==> config.mk <==
export PLATFORM = sky130hd
export DESIGN_NAME = mem_port_arbiter
export DESIGN_NICKNAME = d
export VERILOG_FILES = /design/src/rtl/mem_port_arbiter.sv
export SDC_FILE = /design/constraint.sdc
export NUM_CORES = 1
export LEC_CHECK = 0
export CAP_MARGIN = 25
export CORE_MARGIN = 2
export CORE_UTILIZATION = 44
export DETAILED_ROUTE_END_ITERATION = 16
export PLACE_DENSITY = 0.86
export REMOVE_ABC_BUFFERS = 1
export SETUP_SLACK_MARGIN = 0.1
export SLEW_MARGIN = 20
export SYNTH_ARGS = -nofsm -noshare
export SYNTH_HDL_FRONTEND = slang
export SYNTH_SLANG_ARGS = --single-unit
==> constraint.sdc <==
create_clock -name clk -period 2.8 [get_ports clk]
set_clock_uncertainty 0.15 [all_clocks]
set_input_delay 0.28 -clock clk [delete_from_list [all_inputs] [get_ports clk]]
set_output_delay 0.28 -clock clk [all_outputs]
set_load 0.02 [all_outputs]
==> src/rtl/mem_port_arbiter.sv <==
// ----------------------------------------------------------------------------
// mem_port_arbiter
//
// Purpose:
//   Shares one single-port, fixed-latency unified memory between the
//   instruction-fetch port (IF, read-only) and the data port (D, load/store).
//   Each access is sequenced for LAT cycles, the read data is returned to the
//   winning requester with a one-cycle ready pulse, and a pipeline hold is
//   raised while any request is outstanding. Data has priority over fetch.
//
// Parameters:
//   LAT    memory read latency in cycles (1..15): first cycle of mem_en to the
//          cycle mem_rdata is valid
//   CNT_W  width of the performance counters (optional feature only)
//
// Ports:
//   clk, reset          clock (rising edge), synchronous active-high reset
//   if_req/if_addr      fetch request and address, held until if_ready
//   if_ready/if_rdata   one-cycle completion pulse and fetched word
//   d_req/d_we/d_addr/d_wdata   data request, held until d_ready
//   d_ready/d_rdata     one-cycle completion pulse and load data
//   mem_en/mem_we/mem_addr/mem_wdata   registered memory controls
//   mem_rdata           memory read data, valid in the last access cycle
//   hold                combinational pipeline freeze request
//   busy                high while an access is in flight
//   perf_hold_cyc/perf_if_cnt/perf_d_cnt   only when ARB_PERF_CNT_EN is defined
//
// Optional feature macro: ARB_PERF_CNT_EN
//   Adds three free-running CNT_W-bit counters: hold cycles, fetch
//   completions and data completions. All clear on reset and wrap.
// ----------------------------------------------------------------------------
module mem_port_arbiter #(
   parameter int unsigned LAT   = 2,
   parameter int unsigned CNT_W = 32
) (
   input  logic             clk,
   input  logic             reset,
   input  logic             if_req,
   input  logic [31:0]      if_addr,
   output logic             if_ready,
   output logic [31:0]      if_rdata,
   input  logic             d_req,
   input  logic             d_we,
   input  logic [31:0]      d_addr,
   input  logic [31:0]      d_wdata,
   output logic             d_ready,
   output logic [31:0]      d_rdata,
   output logic             mem_en,
   output logic             mem_we,
   output logic [31:0]      mem_addr,
   output logic [31:0]      mem_wdata,
   input  logic [31:0]      mem_rdata,
`ifdef ARB_PERF_CNT_EN
   output logic [CNT_W-1:0] perf_hold_cyc,
   output logic [CNT_W-1:0] perf_if_cnt,
   output logic [CNT_W-1:0] perf_d_cnt,
`endif
   output logic             hold,
   output logic             busy
);

   if (LAT < 1 || LAT > 15 || CNT_W < 1) begin : g_param_check
      $error("mem_port_arbiter: LAT must be 1..15 and CNT_W at least 1");
   end

   typedef enum logic [0:0] {
      ST_IDLE   = 1'b0,
      ST_ACCESS = 1'b1
   } state_e;

   typedef enum logic [1:0] {
      OWN_NONE = 2'd0,
      OWN_IF   = 2'd1,
      OWN_D    = 2'd2
   } owner_e;

   // Cycles remaining after the first access cycle; zero marks the completion cycle.
   localparam logic [3:0] CNT_INIT = 4'(LAT - 1);

   state_e      state_q;
   owner_e      owner_q;
   logic [3:0]  cnt_q;
   logic        if_ready_q;
   logic        d_ready_q;
   logic [31:0] if_rdata_q;
   logic [31:0] d_rdata_q;
   logic        mem_en_q;
   logic        mem_we_q;
   logic [31:0] mem_addr_q;
   logic [31:0] mem_wdata_q;

   logic        done_s;
   logic        grant_s;
   logic        grant_d_s;

   // Decide whether the coming edge completes the access and who is granted next
   always_comb begin
      done_s    = 1'b0;
      grant_s   = 1'b0;
      grant_d_s = 1'b0;
      case (state_q)
         ST_IDLE: begin
            if (d_req) begin
               grant_s   = 1'b1;
               grant_d_s = 1'b1;
            end else if (if_req) begin
               grant_s   = 1'b1;
            end else begin
               grant_s   = 1'b0;
            end
         end
         ST_ACCESS: begin
            if (cnt_q == 4'd0) begin
               done_s = 1'b1;
               // Only the other port may chain in: the port just served still
               // holds req until it sees its ready pulse.
               case (owner_q)
                  OWN_D: begin
                     grant_s   = if_req;
                  end
                  OWN_IF: begin
                     grant_s   = d_req;
                     grant_d_s = d_req;
                  end
                  default: begin
                     grant_s   = 1'b0;
                  end
               endcase
            end else begin
               done_s = 1'b0;
            end
         end
         default: begin
            done_s = 1'b0;
         end
      endcase
   end

   // Arbitration FSM with all memory-side and requester-side outputs registered
   always_ff @(posedge clk) begin
      if (reset) begin
         state_q     <= ST_IDLE;
         owner_q     <= OWN_NONE;
         cnt_q       <= 4'd0;
         if_ready_q  <= 1'b0;
         d_ready_q   <= 1'b0;
         if_rdata_q  <= 32'h0000_0000;
         d_rdata_q   <= 32'h0000_0000;
         mem_en_q    <= 1'b0;
         mem_we_q    <= 1'b0;
         mem_addr_q  <= 32'h0000_0000;
         mem_wdata_q <= 32'h0000_0000;
      end else begin
         if_ready_q <= 1'b0;
         d_ready_q  <= 1'b0;

         if (done_s) begin
            case (owner_q)
               OWN_IF: begin
                  if_rdata_q <= mem_rdata;
                  if_ready_q <= 1'b1;
               end
               OWN_D: begin
                  d_ready_q <= 1'b1;
                  // A store completes without disturbing the last load result
                  if (!mem_we_q) begin
                     d_rdata_q <= mem_rdata;
                  end
               end
               default: begin
                  if_ready_q <= 1'b0;
               end
            endcase
         end

         if (grant_s) begin
            state_q  <= ST_ACCESS;
            cnt_q    <= CNT_INIT;
            mem_en_q <= 1'b1;
            if (grant_d_s) begin
               owner_q     <= OWN_D;
               mem_addr_q  <= d_addr;
               mem_we_q    <= d_we;
               mem_wdata_q <= d_wdata;
            end else begin
               owner_q     <= OWN_IF;
               mem_addr_q  <= if_addr;
               mem_we_q    <= 1'b0;
            end
         end else if (done_s) begin
            state_q  <= ST_IDLE;
            owner_q  <= OWN_NONE;
            cnt_q    <= 4'd0;
            mem_en_q <= 1'b0;
            mem_we_q <= 1'b0;
         end else if (state_q == ST_ACCESS) begin
            cnt_q <= cnt_q - 4'd1;
         end else begin
            cnt_q <= 4'd0;
         end
      end
   end

   assign if_ready  = if_ready_q;
   assign d_ready   = d_ready_q;
   assign if_rdata  = if_rdata_q;
   assign d_rdata   = d_rdata_q;
   assign mem_en    = mem_en_q;
   assign mem_we    = mem_we_q;
   assign mem_addr  = mem_addr_q;
   assign mem_wdata = mem_wdata_q;
   assign busy      = (state_q == ST_ACCESS);
   // A requester stops stalling the pipe in its own ready cycle
   assign hold      = (if_req & ~if_ready_q) | (d_req & ~d_ready_q);

`ifdef ARB_PERF_CNT_EN
   localparam logic [CNT_W-1:0] PERF_ONE = CNT_W'(1'b1);

   logic [CNT_W-1:0] perf_hold_q;
   logic [CNT_W-1:0] perf_if_q;
   logic [CNT_W-1:0] perf_d_q;

   // Performance counters: hold cycles and completions per port, wrapping
   always_ff @(posedge clk) begin
      if (reset) begin
         perf_hold_q <= {CNT_W{1'b0}};
         perf_if_q   <= {CNT_W{1'b0}};
         perf_d_q    <= {CNT_W{1'b0}};
      end else begin
         if (hold) begin
            perf_hold_q <= perf_hold_q + PERF_ONE;
         end else begin
            perf_hold_q <= perf_hold_q;
         end
         if (if_ready_q) begin
            perf_if_q <= perf_if_q + PERF_ONE;
         end else begin
            perf_if_q <= perf_if_q;
         end
         if (d_ready_q) begin
            perf_d_q <= perf_d_q + PERF_ONE;
         end else begin
            perf_d_q <= perf_d_q;
         end
      end
   end

   assign perf_hold_cyc = perf_hold_q;
   assign perf_if_cnt   = perf_if_q;
   assign perf_d_cnt    = perf_d_q;
`endif

endmodule

==> results.json, run 1 <==
{
  "synthTopCellsByCount": "162 x nand2_1, 138 x dfxtp_1, 123 x a21oi_1",
  "die_h_um": 116,
  "yosysUniqueCellTypes": 34,
  "vias_per_cell": 5.10,
  "final_util": 0.721,
  "antennaDiodeCount": 0,
  "cts_sinks": 138,
  "antenna_found_initial": 0,
  "synth_area_per_cell_um2": 8.44,
  "stdcell_area_mm2": 0.00898,
  "via_count": 5553,
  "drc_errors": 0,
  "first_iter_violations": 450,
  "cp_max_fo": 14,
  "clock_latency_ps": 420,
  "start_util": 0.446,
  "hold_class": "in -> reg",
  "rrSetupSlack_ps": 680,
  "cts_buffer_depth": 2,
  "max-cap-violations": 0,
  "worst_slew_pin_slew_ps": 779,
  "grt_setup_unrepaired": "no",
  "worstPathRequired_ps": 2370,
  "grt_max_degree": 67,
  "dr.pass1.iters": 4,
  "area_delta_synth_final_pct": 61.7,
  "fp.coreArea_mm2": 0.0125,
  "p_total_mw": 5.98,
  "synth.most_common_cell": "nand2_1",
  "cts_buffers": 17,
  "clkSlewWorstSetupHoldPaths_ps": 60,
  "grt_pass1_wl_mm": 26.5,
  "relSlewSlack": 0.480,
  "ys_ff_latch": 138,
  "synth_area_leader_cell": "dfxtp_1",
  "cts_tree": "done",
  "fin_crit_sh": 0.884,
  "dp_slack_ps": 367,
  "fin_ws_ps": 324,
  "synthesis.area_mm2": 0.00556,
  "peakVddDrop_mv": 0.487,
  "slew_violations": 0,
  "place_area_mm2": 0.00830,
  "arrival_ps": 2050,
  "setup.worst_path.end_class": "output port",
  "cts_setup_buffers": 0,
  "hold_viol": 0,
  "layout_min_cycle_time_ps": 2480,
  "dieArea_mm2": 0.0135,
  "leakage_nw": 3.22,
  "htree_levels": 4,
  "fmax_ghz": 0.404,
  "grtUsageTotal": 0.251,
  "seq_area_frac_synth": 0.497,
  "outcome": "complete, no violations",
  "port_buffers": 266,
  "path_class": "in -> out",
  "drive_gt1_frac": 0.103,
  "yosysWarnings": 0,
  "rows": 41,
  "start_kind": "primary input",
  "routed_wl_mm": 17.2,
  "syn_inst": 658,
  "grt_pass1_vias": 5328,
  "root_buffer": "clkbuf_16",
  "synth.top_cell.area_share": 0.497,
  "wl_per_cell_um": 15.8,
  "ctsResizeCount": 0,
  "overflow": 0,
  "finalSetupViolCount": 0,
  "ys_async_sr_fraction": 0,
  "nNetsFinal": 1039,
  "ys_top_cells_by_area": "dfxtp_1 50%, a21oi_1 11%, nand2_1 11%",
  "synth_edf_count": 0,
  "ant_nets": 0,
  "p_per_area_mw_per_mm2": 666,
  "pin_count": 267,
  "dp_hpwl_mm": 11.3,
  "place_congestion": 0.765,
  "synth_flop_cell": "dfxtp_1",
  "fp.dieW_um": 116
}
==> metal layers <==
metal | GRT usage | share of wire
met5 | 0 | 0
met1 | 0.286 | 0.40
met4 | 0.0841 | 0.014
met3 | 0.104 | 0.099
met2 | 0.426 | 0.49
==> per-stage QoR <==
step,std cells,setup TNS (ps),hold WS (ps)
CTS,1088,0,258
detailed placement,1055,0,296
finish,1088,0,276
global route,1088,0,274
global placement,1055,0,290
floorplan,602,-2310,196
==> power breakdown <==
part           leakage, nW  internal (mW)  switching (mW)
Clock                0.326           1.71           0.840
Sequential            1.13           2.10          0.0742
Combinational         1.77          0.590           0.664
Total                 3.22           4.40            1.58
==> repair_timing <==
| action | CTS | global route |
|---|---|---|
| hold buffers | 1 | 0 |
| endpoints found under the setup margin | 0 | 0 |
| hold endpoints to repair | 3 | 0 |
==> worst paths after layout <==
| kind | startpoint | endpoint | cells past startpoint |
|---|---|---|---|
| hold reg to reg | d_rdata[24]$_SDFFE_PP0P_ | d_rdata[24]$_SDFFE_PP0P_ | 2 |
| hold / removal | if_addr[17] | mem_addr[17]$_SDFFE_PP0P_ | 3 |
| setup / recovery | d_req | hold | 4 |
| setup reg to reg | owner_q[0]$_SDFFE_PP0P_ | mem_addr[1]$_SDFFE_PP0P_ | 7 |
==> worst max-delay path, stage by stage <==
cell             delay, ps
clkdlybuf4s50_1        660
inv_1                  290
o22ai_1                180
clkdlybuf4s50_1        630
==> cells by family (layout without fill, tap and decap cells) <==
family | Yosys count | count (layout) | share of synthesized area
flip-flops | 138 | 138 | 0.497
XOR/XNOR | 2 | 2 | 0.00315
buffers and inverters | 97 | 355 | 0.0768
AO/OA/AOI/OAI | 206 | 206 | 0.257
AND/OR/NAND/NOR | 212 | 212 | 0.159
adder cells (fa/ha/maj) | 3 | 3 | 0.00676
==> cell usage in the layout, fill, tap and decap left out, drive strengths merged <==
master	count
clkdlybuf4s50	265
nand2	162
dfxtp	138
a21oi	131
inv	41
o21ai	35
nand3	33
a221oi	32
clkbuf	20
buf	16
nor2	7
bufinv	6
clkinv	4
ha	3
o22ai	2
xnor2	2
and3	2
clkinvlp	2
and4bb	2
and3b	1
nand3b	1
a22o	1
o21ba	1
a31oi	1
nand4bb	1
nor4	1
a31o	1
and2	1
nor3	1
a32oi	1
a22oi	1
dlygate4sd3	1
==> registers in the layout, summed over array words and instances (netlist names) <==
| register | count |
|---|---|
| d_rdata | 32 |
| if_rdata | 32 |
| mem_addr | 32 |
| mem_wdata | 32 |
| cnt_q | 4 |
| owner_q | 2 |
| d_ready | 1 |
| if_ready | 1 |
| mem_en | 1 |
| mem_we | 1 |
==> final cells by class <==
| class | instances | area [µm²] |
|---|---|---|
| clock buffer | 20 | 457 |
| clock inverter | 12 | 219 |
| fill | 962 | 3480 |
| inverter | 41 | 154 |
| multi-input combinational | 423 | 2370 |
| sequential | 138 | 2760 |
| tap | 172 | 215 |
| timing repair buffer | 282 | 2810 |
No activity file was read; power rests on OpenSTA's default activity.
==> inputs of run 2 (changes only) <==
--- a/config.mk
+++ b/config.mk
@@ -9,7 +9,9 @@
 export CORE_MARGIN = 2
 export CORE_UTILIZATION = 44
 export DETAILED_ROUTE_END_ITERATION = 16
-export PLACE_DENSITY = 0.86
+export GPL_TIMING_DRIVEN = 0
+export PLACE_DENSITY = 0.89
+export RECOVER_POWER = 25
 export REMOVE_ABC_BUFFERS = 1
 export SETUP_SLACK_MARGIN = 0.1
 export SLEW_MARGIN = 20
==> run 2 against run 1 <==
  * Worst setup slack got worse by 52 ps
  * Die area unchanged
  * Final area decreased by 0.21%
==> results.json, run 2 (same netlist as run 1, synthesis figures left out) <==
{
  "rows": 41,
  "dr.pass1.iters": 5,
  "leakage_nw": 3.36,
  "cts_buffer_depth": 2,
  "p_per_area_mw_per_mm2": 645,
  "wl_per_cell_um": 15.8,
  "dp_hpwl_mm": 11.4,
  "rr_worst_depth": 9,
  "slew_violations": 0,
  "rrSetupSlack_ps": 270,
  "first_iter_violations": 304,
  "sw_frac_of_total": 0.275,
  "met3_length_mm": 1.86,
  "wirelength_met1_mm": 6.57,
  "min_from": "d_req",
  "place_congestion": 0.744,
  "cts_sinks": 138,
  "vias_per_cell": 5.15,
  "p_sw_mw": 1.59,
  "cts_setup_buffers": 0,
  "r2r_end": "mem_addr[27]$_SDFFE_PP0P_",
  "peakVddDrop_mv": 0.463,
  "root_buffer": "clkbuf_16",
  "p_seq_frac": 0.376,
  "clkSlewWorstSetupHoldPaths_ps": 60,
  "antennaDiodeCount": 0,
  "start_kind": "flop",
  "final_cell_mix": "201 x clkdlybuf4s50_1, 161 x nand2_1, 138 x dfxtp_1",
  "grt_pass1_wl_mm": 25.6,
  "route.met2.wl_mm": 8.41,
  "nNetsFinal": 1032,
  "port_buffers": 266,
  "worstPathRequired_ps": 2950,
  "p_int_mw": 4.19,
  "cts_tree": "done",
  "via_count": 5564,
  "fp.dieW_um": 116,
  "antenna_found_initial": 0,
  "hold_buffers": 0,
  "cts_buffers": 17,
  "fin_crit_sh": 0.903,
  "outcome": "complete, no violations",
  "routed_wl_mm": 17.1,
  "relSlewSlack": 0.289,
  "path_class": "reg -> reg",
  "cp_max_fo": 19,
  "ant_nets": 0,
  "ctsResizeCount": 2,
  "grtUsageTotal": 0.241,
  "hold_class": "in -> reg",
  "max-cap-violations": 0,
  "fin_setup_tns_ps": 0,
  "area_delta_synth_final_pct": 61.3,
  "grt_setup_unrepaired": "no",
  "p_clk_frac": 0.404,
  "rr_startpoint": "owner_q[1]$_SDFFE_PP0P_",
  "finalSetupViolCount": 0,
  "clock_latency_ps": 400,
  "die_h_um": 116,
  "highest_layer": "met4",
  "drc_errors": 0,
  "hold_path_depth": 3,
  "arrival_ps": 2680,
  "combPwrFrac": 0.220,
  "dieArea_mm2": 0.0135,
  "setup.worst_path.end_class": "flop",
  "hold_slack_ps": 214,
  "grt_pass1_vias": 5226,
  "layout_commonest_cell": "clkdlybuf4s50_1",
  "drive_gt1_frac": 0.102,
  "worstHoldEndpoint": "mem_wdata[2]$_SDFFE_PP0P_",
  "pin_count": 267,
  "htree_levels": 4,
  "hold_viol": 0,
  "start_util": 0.446,
  "grt_max_degree": 75,
  "overflow": 0,
  "layout_min_cycle_time_ps": 2530,
  "fp.coreArea_mm2": 0.0125,
  "fmax_ghz": 0.395,
  "worst_slew_pin_slew_ps": 1070
}
## run 2: cell types whose count changed in the layout (fill, tap and decap cells not counted), moves of 2 or more
cell,before,now
buf_16,0,3
o21ai_4,0,2
buf_12,2,0
clkdlybuf4s50_1,265,201
dlygate4sd3_1,1,63
clkbuf_8,2,4
buf_4,14,1
clkbuf_4,0,2
clkinvlp_4,2,4
o21ai_2,2,0
buf_8,0,3
bufinv_16,6,3
## run 2: final cells by class
| cell class | instances | area (µm²) |
|---|---|---|
| Clock buffer | 22 | 484 |
| Clock inverter | 10 | 140 |
| Fill cell | 882 | 3500 |
| Inverter | 41 | 158 |
| Multi-Input combinational cell | 423 | 2390 |
| Sequential cell | 138 | 2760 |
| Tap cell | 172 | 215 |
| Timing Repair Buffer | 274 | 2800 |
| Timing Repair inverter | 1 | 5.00 |
## run 2: power groups by stage
stage	Combinational [mW]	Sequential [mW]	Clock [mW]
floorplan	0.454	2.37	0
global placement	1.22	2.21	0
detailed placement	1.29	2.22	0
CTS	1.30	2.18	2.36
global route	1.36	2.19	2.44
finish	1.27	2.18	2.34
## run 2: critical path: stages, from the launching register on
cell,delay [ps]
dfxtp_1,350
inv_1,50
ha_1,260
a22o_1,250
a31oi_4,490
buf_8,230
buf_16,160
buf_16,170
a21oi_2,50
a221oi_2,240
## run 2: through the flow
stage | cell area (µm²) | setup slack, ps | cells | util | power [mW]
after floorplan | 5280 | -88.7 | 602 | - | 2.82
after global placement | 8160 | -3590 | 1040 | 0.655 | 3.43
after detailed placement | 8350 | -152 | 1048 | 0.670 | 3.51
after CTS | 8990 | 287 | 1081 | 0.721 | 5.84
after global routing | 8960 | 145 | 1081 | 0.719 | 6.00
final | 8960 | 271 | 1081 | 0.719 | 5.78
## run 2: worst max path at each step
stage,end,slack (ps),startpoint
global route,mem_addr[27]$_SDFFE_PP0P_,150,owner_q[1]$_SDFFE_PP0P_
CTS,mem_addr[27]$_SDFFE_PP0P_,290,owner_q[0]$_SDFFE_PP0P_
detailed placement,mem_addr[10]$_SDFFE_PP0P_,-150,d_req
floorplan,mem_addr[0]$_SDFFE_PP0P_,-90,mem_en$_SDFFE_PP0P_
global placement,mem_en$_SDFFE_PP0P_,-3590,reset
finish,mem_addr[27]$_SDFFE_PP0P_,270,owner_q[1]$_SDFFE_PP0P_
## run 2: layer usage
layer | GRT usage | vias up
li1 | - | 2719
met1 | 0.265 | 2589
met2 | 0.420 | 233
met4 | 0.0841 | 0
met5 | 0 | -
met3 | 0.0986 | 23
